[config.mk]
export PLATFORM = sky130hd
export DESIGN_NAME = pll_reset_sequencer
export DESIGN_NICKNAME = d
export VERILOG_FILES = /design/src/rtl/pll_reset_sequencer.sv
export SDC_FILE = /design/constraint.sdc
export NUM_CORES = 1
export LEC_CHECK = 0
export ABC_AREA = 0
export CORE_AREA = 2 2 53 60
export CTS_BUF_LIST = sky130_fd_sc_hd__clkbuf_8
export CTS_CLUSTER_DIAMETER = 30
export DETAILED_ROUTE_END_ITERATION = 10
export DIE_AREA = 0 0 55 62
export DONT_BUFFER_PORTS = 1
export GPL_ROUTABILITY_DRIVEN = 0
export PLACE_DENSITY = 0.6
export REMOVE_ABC_BUFFERS = 1
export SKIP_CTS_REPAIR_TIMING = 1
export SLEW_MARGIN = 15
export SYNTH_ARGS = -nofsm -noshare
export SYNTH_HDL_FRONTEND = slang
export SYNTH_SLANG_ARGS = --single-unit
[constraint.sdc]
create_clock -name clock_in -period 3.4 [get_ports clock_in]
set_input_delay 0.85 -clock clock_in [delete_from_list [all_inputs] [get_ports clock_in]]
set_output_delay 0.85 -clock clock_in [all_outputs]
set_load 0.03 [all_outputs]
[src/rtl/pll_reset_sequencer.sv]
// PLL reset/lock sequencer: pulses the PLL reset, waits for a stable lock,
// then releases the downstream system reset; retries on timeout or lock loss.
module pll_reset_sequencer #(
  parameter int unsigned RESET_CYCLES  = 16,
  parameter int unsigned LOCK_TIMEOUT  = 4096,
  parameter int unsigned STABLE_CYCLES = 256
) (
  input  logic       clock_in,
  input  logic       reset_n,
  input  logic       locked,
  input  logic       soft_req,
  output logic       pll_resetb,
  output logic       sys_reset_n,
  output logic [3:0] fail_count,
  output logic [1:0] state
);

  typedef enum logic [1:0] {
    S_PLL_RESET = 2'd0,
    S_WAIT_LOCK = 2'd1,
    S_STABLE    = 2'd2,
    S_RUN       = 2'd3
  } state_e;

  localparam logic [15:0] RST_LAST    = 16'(RESET_CYCLES - 1);
  localparam logic [15:0] LOCK_LAST   = 16'(LOCK_TIMEOUT - 1);
  localparam logic [15:0] STABLE_LAST = 16'(STABLE_CYCLES - 1);

  state_e      state_q, state_d;
  logic [15:0] cnt_q, cnt_d;
  logic [3:0]  fail_q, fail_d;
  logic        sync1_q, locked_s_q;
  logic        fail_inc;

  // locked comes from the PLL's own timing domain; only locked_s_q is used
  always_ff @(posedge clock_in or negedge reset_n) begin
    if (!reset_n) begin
      sync1_q    <= 1'b0;
      locked_s_q <= 1'b0;
    end else begin
      sync1_q    <= locked;
      locked_s_q <= sync1_q;
    end
  end

  always_ff @(posedge clock_in or negedge reset_n) begin
    if (!reset_n) begin
      state_q <= S_PLL_RESET;
      cnt_q   <= '0;
      fail_q  <= '0;
    end else begin
      state_q <= state_d;
      cnt_q   <= cnt_d;
      fail_q  <= fail_d;
    end
  end

  always_comb begin
    state_d  = state_q;
    fail_inc = 1'b0;
    case (state_q)
      S_PLL_RESET: begin
        // soft_req is deliberately ignored here so the reset pulse is never stretched
        if (cnt_q == RST_LAST) state_d = S_WAIT_LOCK;
      end
      S_WAIT_LOCK: begin
        if (soft_req) state_d = S_PLL_RESET;
        else if (locked_s_q) state_d = S_STABLE;
        else if (cnt_q == LOCK_LAST) begin
          state_d  = S_PLL_RESET;
          fail_inc = 1'b1;
        end
      end
      S_STABLE: begin
        if (soft_req) state_d = S_PLL_RESET;
        else if (!locked_s_q) state_d = S_WAIT_LOCK;
        else if (cnt_q == STABLE_LAST) state_d = S_RUN;
      end
      S_RUN: begin
        if (soft_req) state_d = S_PLL_RESET;
        else if (!locked_s_q) begin
          state_d  = S_PLL_RESET;
          fail_inc = 1'b1;
        end
      end
      default: state_d = S_PLL_RESET;
    endcase

    // counter restarts on every transition and idles at zero in RUN
    if ((state_d != state_q) || (state_q == S_RUN)) cnt_d = '0;
    else cnt_d = cnt_q + 16'd1;

    if (fail_inc && (fail_q != 4'hF)) fail_d = fail_q + 4'd1;
    else fail_d = fail_q;
  end

  always_comb begin
    pll_resetb  = (state_q != S_PLL_RESET);
    sys_reset_n = (state_q == S_RUN);
  end

  assign state      = state_q;
  assign fail_count = fail_q;

endmodule
### Word level (Yosys, flattened, before mapping)

Cells that the tools add are included.

| storage, ports and cells | value |
|---|---|
| register bits after elaboration | 24 |
| input port bits | 4 |
| output and inout port bits | 8 |

| operators by class | value |
|---|---|
| $add $sub $neg | 2 |
| eq/ne operators | 8 |
| mux-type cells | 17 |
| reduce and logical (&&, ||, !) cells | 4 |

Operator list:

| kind | count |
|---|---|
| $mux 2 | 9 |
| $add 16x1->16 const B | 1 |
| $eq 16x12->1 const B | 1 |
| $eq 16x4->1 const B | 1 |
| $eq 16x8->1 const B | 1 |
| $mux 16 | 1 |
| $pmux 2 s4 | 1 |
| $mux 1 | 5 |
| $add 4x1->4 const B | 1 |
| $eq 2x2->1 const B | 2 |
| $ne 4x4->1 const B | 1 |
| $eq 2x1->1 const B | 1 |
| $logic_not 2->1 | 1 |
| $ne 2x2->1 | 1 |
| $pmux 1 s2 | 1 |
| $reduce_bool 2->1 | 1 |
| $logic_and 1x1->1 | 1 |
| $logic_or 1x1->1 | 1 |

### Longest topological paths before layout

| logic depth | value |
|---|---|
| depth in word-level cells | 8 |
| mapped depth | 7 |

### Worst setup path before layout

Ideal clock, no wire load.

| timing path | value |
|---|---|
| path type | input port to flip-flop |
| start point | input soft_req |
| end point | register fail_q[1], in the netlist fail_count[1] |
| arrival time | 1.929 ns |
| required time | 3.275 ns |
| slack | 1.346 ns |
| cell stages on the path | 4 |
| path buffers | 0 |
| cells stage by stage | or3b_2 > a31oi_1 > and2_1 > mux2_2 |

| on the way | value |
|---|---|
| word-level cells in the longest chain between the ends | 3 |
| elaborated cells between the ends (all ways) | 4 |

Ends and longest elaborated chain:

| what | RTL line | text |
|---|---|---|
| start, declared | 11 | `input logic soft_req,` |
| $mux 1, on equally long branches | 80, 67 |  |
| $pmux 1 s2 * | 61 | `case (state_q)` |
| $logic_and 1x1->1 * | 93 | `if (fail_inc && (fail_q != 4'hF)) fail_d = fail_q + 4'd1;` |
| end signal, assigned | 54 | `fail_q <= fail_d;` |
| end, declared | 31 | `logic [3:0] fail_q, fail_d;` |

Every way passes the cells marked *; elsewhere a longest branch is shown, timed or not.
A chain may end at the register's enable or synchronous reset.

### Final worst setup path

| timing path | value |
|---|---|
| start point | register state_q[0], in the netlist state[0] |
| end point | output pll_resetb |

| on the way | value |
|---|---|
| word-level cells in the longest chain between the ends | 1 |

Ends and longest elaborated chain:

| what | RTL line | text |
|---|---|---|
| start, declared | 29 | `state_e state_q, state_d;` |
| start signal, assigned | 52 | `state_q <= state_d;` |
| $reduce_bool 2->1 | 98 | `pll_resetb = (state_q != S_PLL_RESET);` |
| end, declared | 12 | `output logic pll_resetb,` |

Every way passes these cells.

==> impl_results.rst <==
.. list-table::
   :header-rows: 1

   * - Metric
     - Value
   * - Cell types occupying the most area after synthesis
     - dfrtp_1 50%, nor2_1 8.2%, xnor2_1 6.6%
   * - Post-synth cell types
     - 27
   * - Dominant cell type by area after synthesis
     - dfrtp_1
   * - Clock latency at the later pin of the worst-skew pair
     - between 200 and 300 ps
   * - I/O pin total
     - 12
   * - Aggregate global-route resource usage
     - around 14%
   * - Number of vias in the routed layout
     - slightly below 800
   * - Number of cells produced by synthesis
     - roughly 110
   * - CTS HTree Levels
     - 1
   * - Hold Vio Cnt, Final
     - 0
   * - Tightest hold margin
     - 270 ps
   * - Share of async-settable or async-resettable flops after synthesis
     - 100%
   * - Count of final max-slew check failures
     - 0
   * - Detail Route Antenna Nets
     - 0
   * - Final count of negative-setup-slack endpoints
     - 0
   * - CP Depth
     - 1
   * - Path type of the worst min-delay path
     - primary input to asynchronous set/reset pin
   * - Number of clock sinks seen by CTS
     - 24
   * - Wire length of the first global-routing pass
     - ~3300 um
   * - Number of antenna violations at the first check in global routing
     - 0
   * - Total cell area at the placement stage
     - about 1200 um^2
   * - Setup clock skew after layout
     - roughly 1.4 ps
   * - Synth Flop Type
     - dfrtp_1
   * - Core box area
     - just under 3000 um^2
   * - Max stage delay on crit path
     - 550 ps
   * - Max-Cap Viols
     - 0
   * - Area share of the leading cell type in the synthesized netlist
     - between 50% and 60%
   * - Max_slew headroom
     - a little over two thirds
   * - Tot Pwr
     - 743 uW
   * - Drt total wl
     - between 2000 and 2500 um
   * - Source of the worst register-to-register timing path
     - cnt_q[13]
   * - Cell breakdown of the critical path
     - or2_2
   * - Number of nets in the finished design
     - between 100 and 150
   * - Count of input and output buffers
     - 0
   * - CP Data Required Time
     - 2550 ps
   * - Slowest cell on the critical path
     - dfrtp_1
   * - Starting Density
     - 41.4%
   * - Length of the first detailed-routing pass in iterations
     - 4
   * - Portion of the clock cycle consumed by the worst path in the final layout
     - a little over three fifths
   * - Area taken by flip-flops and latches
     - 601 um^2
   * - Number of synthesized flops with an enable pin
     - 0
   * - Setup TNS after final layout
     - 0 ps
   * - Antenna diode count
     - 0
   * - Layout Area Growth over Synthesis
     - 6.07%
   * - Total area of multi-input combinational cells
     - ~570 um^2
   * - Worst path arrival time
     - about 1300 ps
   * - Height of the chip
     - between 60 and 70 um
   * - Fmax
     - 468 MHz
   * - Status
     - complete, no violations
   * - Portion of the post-synthesis area used by sequential elements
     - 50.2%
   * - Synthesized flop and latch total
     - 24
   * - R2R Setup Slk
     - ~1300 ps
   * - Worst flop-to-flop path endpoint
     - cnt_q[9]
   * - Share of post-route cells with drive strength above 1
     - between 10% and 20%
   * - Pin count of the biggest net entering global routing
     - 25
   * - Final routed DRC violation total
     - 0
   * - Average instance area after synthesis
     - between 10 and 15 um^2
   * - Drt initial violations
     - 10
   * - Worst-path fanout max
     - 7
   * - Overflow after GRT
     - 0
   * - Number of global-route vias before repair
     - roughly 750
   * - CTS clk-pin slew, worst paths
     - about 80 ps
   * - Buffers & Inverters on Critical Path
     - 0
   * - Clock tree from TritonCTS
     - done
   * - Number of filler instances in the final layout
     - 278
   * - Full die area
     - ~3400 um^2
   * - Unrepaired setup endpoints after global routing
     - false
   * - Post-DP HPWL
     - between 1500 and 2000 um
   * - P_leak
     - 0.565 nW
   * - Worst R2R Path Depth
     - 5
   * - Peak supply drop
     - roughly 370 uV
   * - Kind of cell adding the most delay to the critical path
     - flip-flops
   * - Cell at the root of the clock tree
     - clkbuf_8
   * - Power per Cell Area
     - about 600 nW/um^2
   * - Placement row count
     - 21
   * - Type of destination of the critical path
     - output port
   * - Syn Std Cell Area
     - 1200 um^2
   * - Worst slew pin tran
     - roughly 440 ps
   * - Final worst path period need
     - roughly 2100 ps
   * - Type of element launching the critical path
     - flip-flop
   * - Avg Vias per Cell
     - 5.29
   * - Width of the die
     - between 50 and 60 um
   * - Maximum root-to-sink buffer count
     - 2
   * - Number of CTS-inserted buffers
     - 3
   * - Kind of critical path
     - flip-flop to output port
   * - Average wire length per cell after detail routing
     - approximately 14 um
   * - Number of warning messages in the yosys log
     - 0
   * - Post-route design area
     - 1270 um^2
-- registers in the layout, summed over array words and instances (netlist names) --
name        flops
cnt_q          16
fail_count      4
locked_s_q      1
state           2
sync1_q         1
-- cell type report --
type	count	share of cell area (%)
Sequential cell	24	47.3
Multi-Input combinational cell	85	44.9
Tap cell	34	3.35
Clock buffer	3	3.25
Inverter	4	1.18
-- worst max path at each step --
stage / startpoint / to / slack (ps)
2_1_floorplan: soft_req / fail_count[1] / 1350
3_3_place_gp: soft_req / fail_count[1] / 1320
3_5_place_dp: soft_req / fail_count[1] / 1300
4_1_cts: state[0] / pll_resetb / 1260
5_1_grt: cnt_q[0] / cnt_q[9] / 1150
6_report: state[0] / pll_resetb / 1260
-- metrics by stage --
step / setup slack, ps / utilization (%) / instances
6_report: 1260 / 43.9 / 150
3_3_place_gp: 1320 / 42.5 / 147
5_1_grt: 1150 / 43.9 / 150
3_5_place_dp: 1300 / 42.5 / 147
2_1_floorplan: 1350 / - / 113
4_1_cts: 1260 / 43.9 / 150
-- cell usage in the layout (no fill, tap or decap), drive strengths merged, types with 2 or more instances in the layout --
cell    count
ha          2
nor3        2
clkbuf      3
xnor2       9
dfrtp      24
nand3       5
a21oi       3
inv         4
or4         5
or2         2
nor2       26
nand4       6
nor2b       3
xor2        7
nand2       5
-- synthesized netlist by cell type (2+ instances only) --
cell type / number
nand2_1: 5
inv_1: 4
nor2b_1: 3
a21oi_1: 2
nand4_1: 6
xnor2_1: 9
dfrtp_1: 24
ha_1: 2
nor2_1: 26
or2_2: 2
or4_1: 4
nor3_1: 2
nand3_1: 5
xor2_1: 7
-- where the power goes --
| group | internal (mW) | switching [mW] | total, mW | leakage [nW] |
|---|---|---|---|---|
| Sequential | 0.355 | 0.0829 | 0.438 | 0.294 |
| Combinational | 0.0695 | 0.0680 | 0.137 | 0.249 |
| Clock | 0.0793 | 0.0882 | 0.167 | 0.0216 |
| Total | 0.504 | 0.239 | 0.743 | 0.565 |
-- logic make-up (layout without fill, tap and decap cells) --
logic type / after synthesis / in the layout / share of synthesized area, %
AND/OR/NAND/NOR: 60 / 60 / 26.8
flip-flops: 24 / 24 / 50.2
XOR/XNOR: 16 / 16 / 11.7
AO/OA/AOI/OAI: 6 / 6 / 6.07
buffers and inverters: 5 / 7 / 2.20
adder cells (fa/ha/maj): 2 / 2 / 2.09
multiplexers: 1 / 1 / 0.941
-- metal layers --
layer / up-vias / routed length, um / GRT usage, %
li1: 394 / - / -
met1: 392 / 962 / 17.7
met2: 5 / 1070 / 22.4
met3: 2 / 38 / 2.15
met4: 0 / 17 / 5.23
met5: - / 0 / 0
Note: power is estimated with default switching activity, not from simulation.
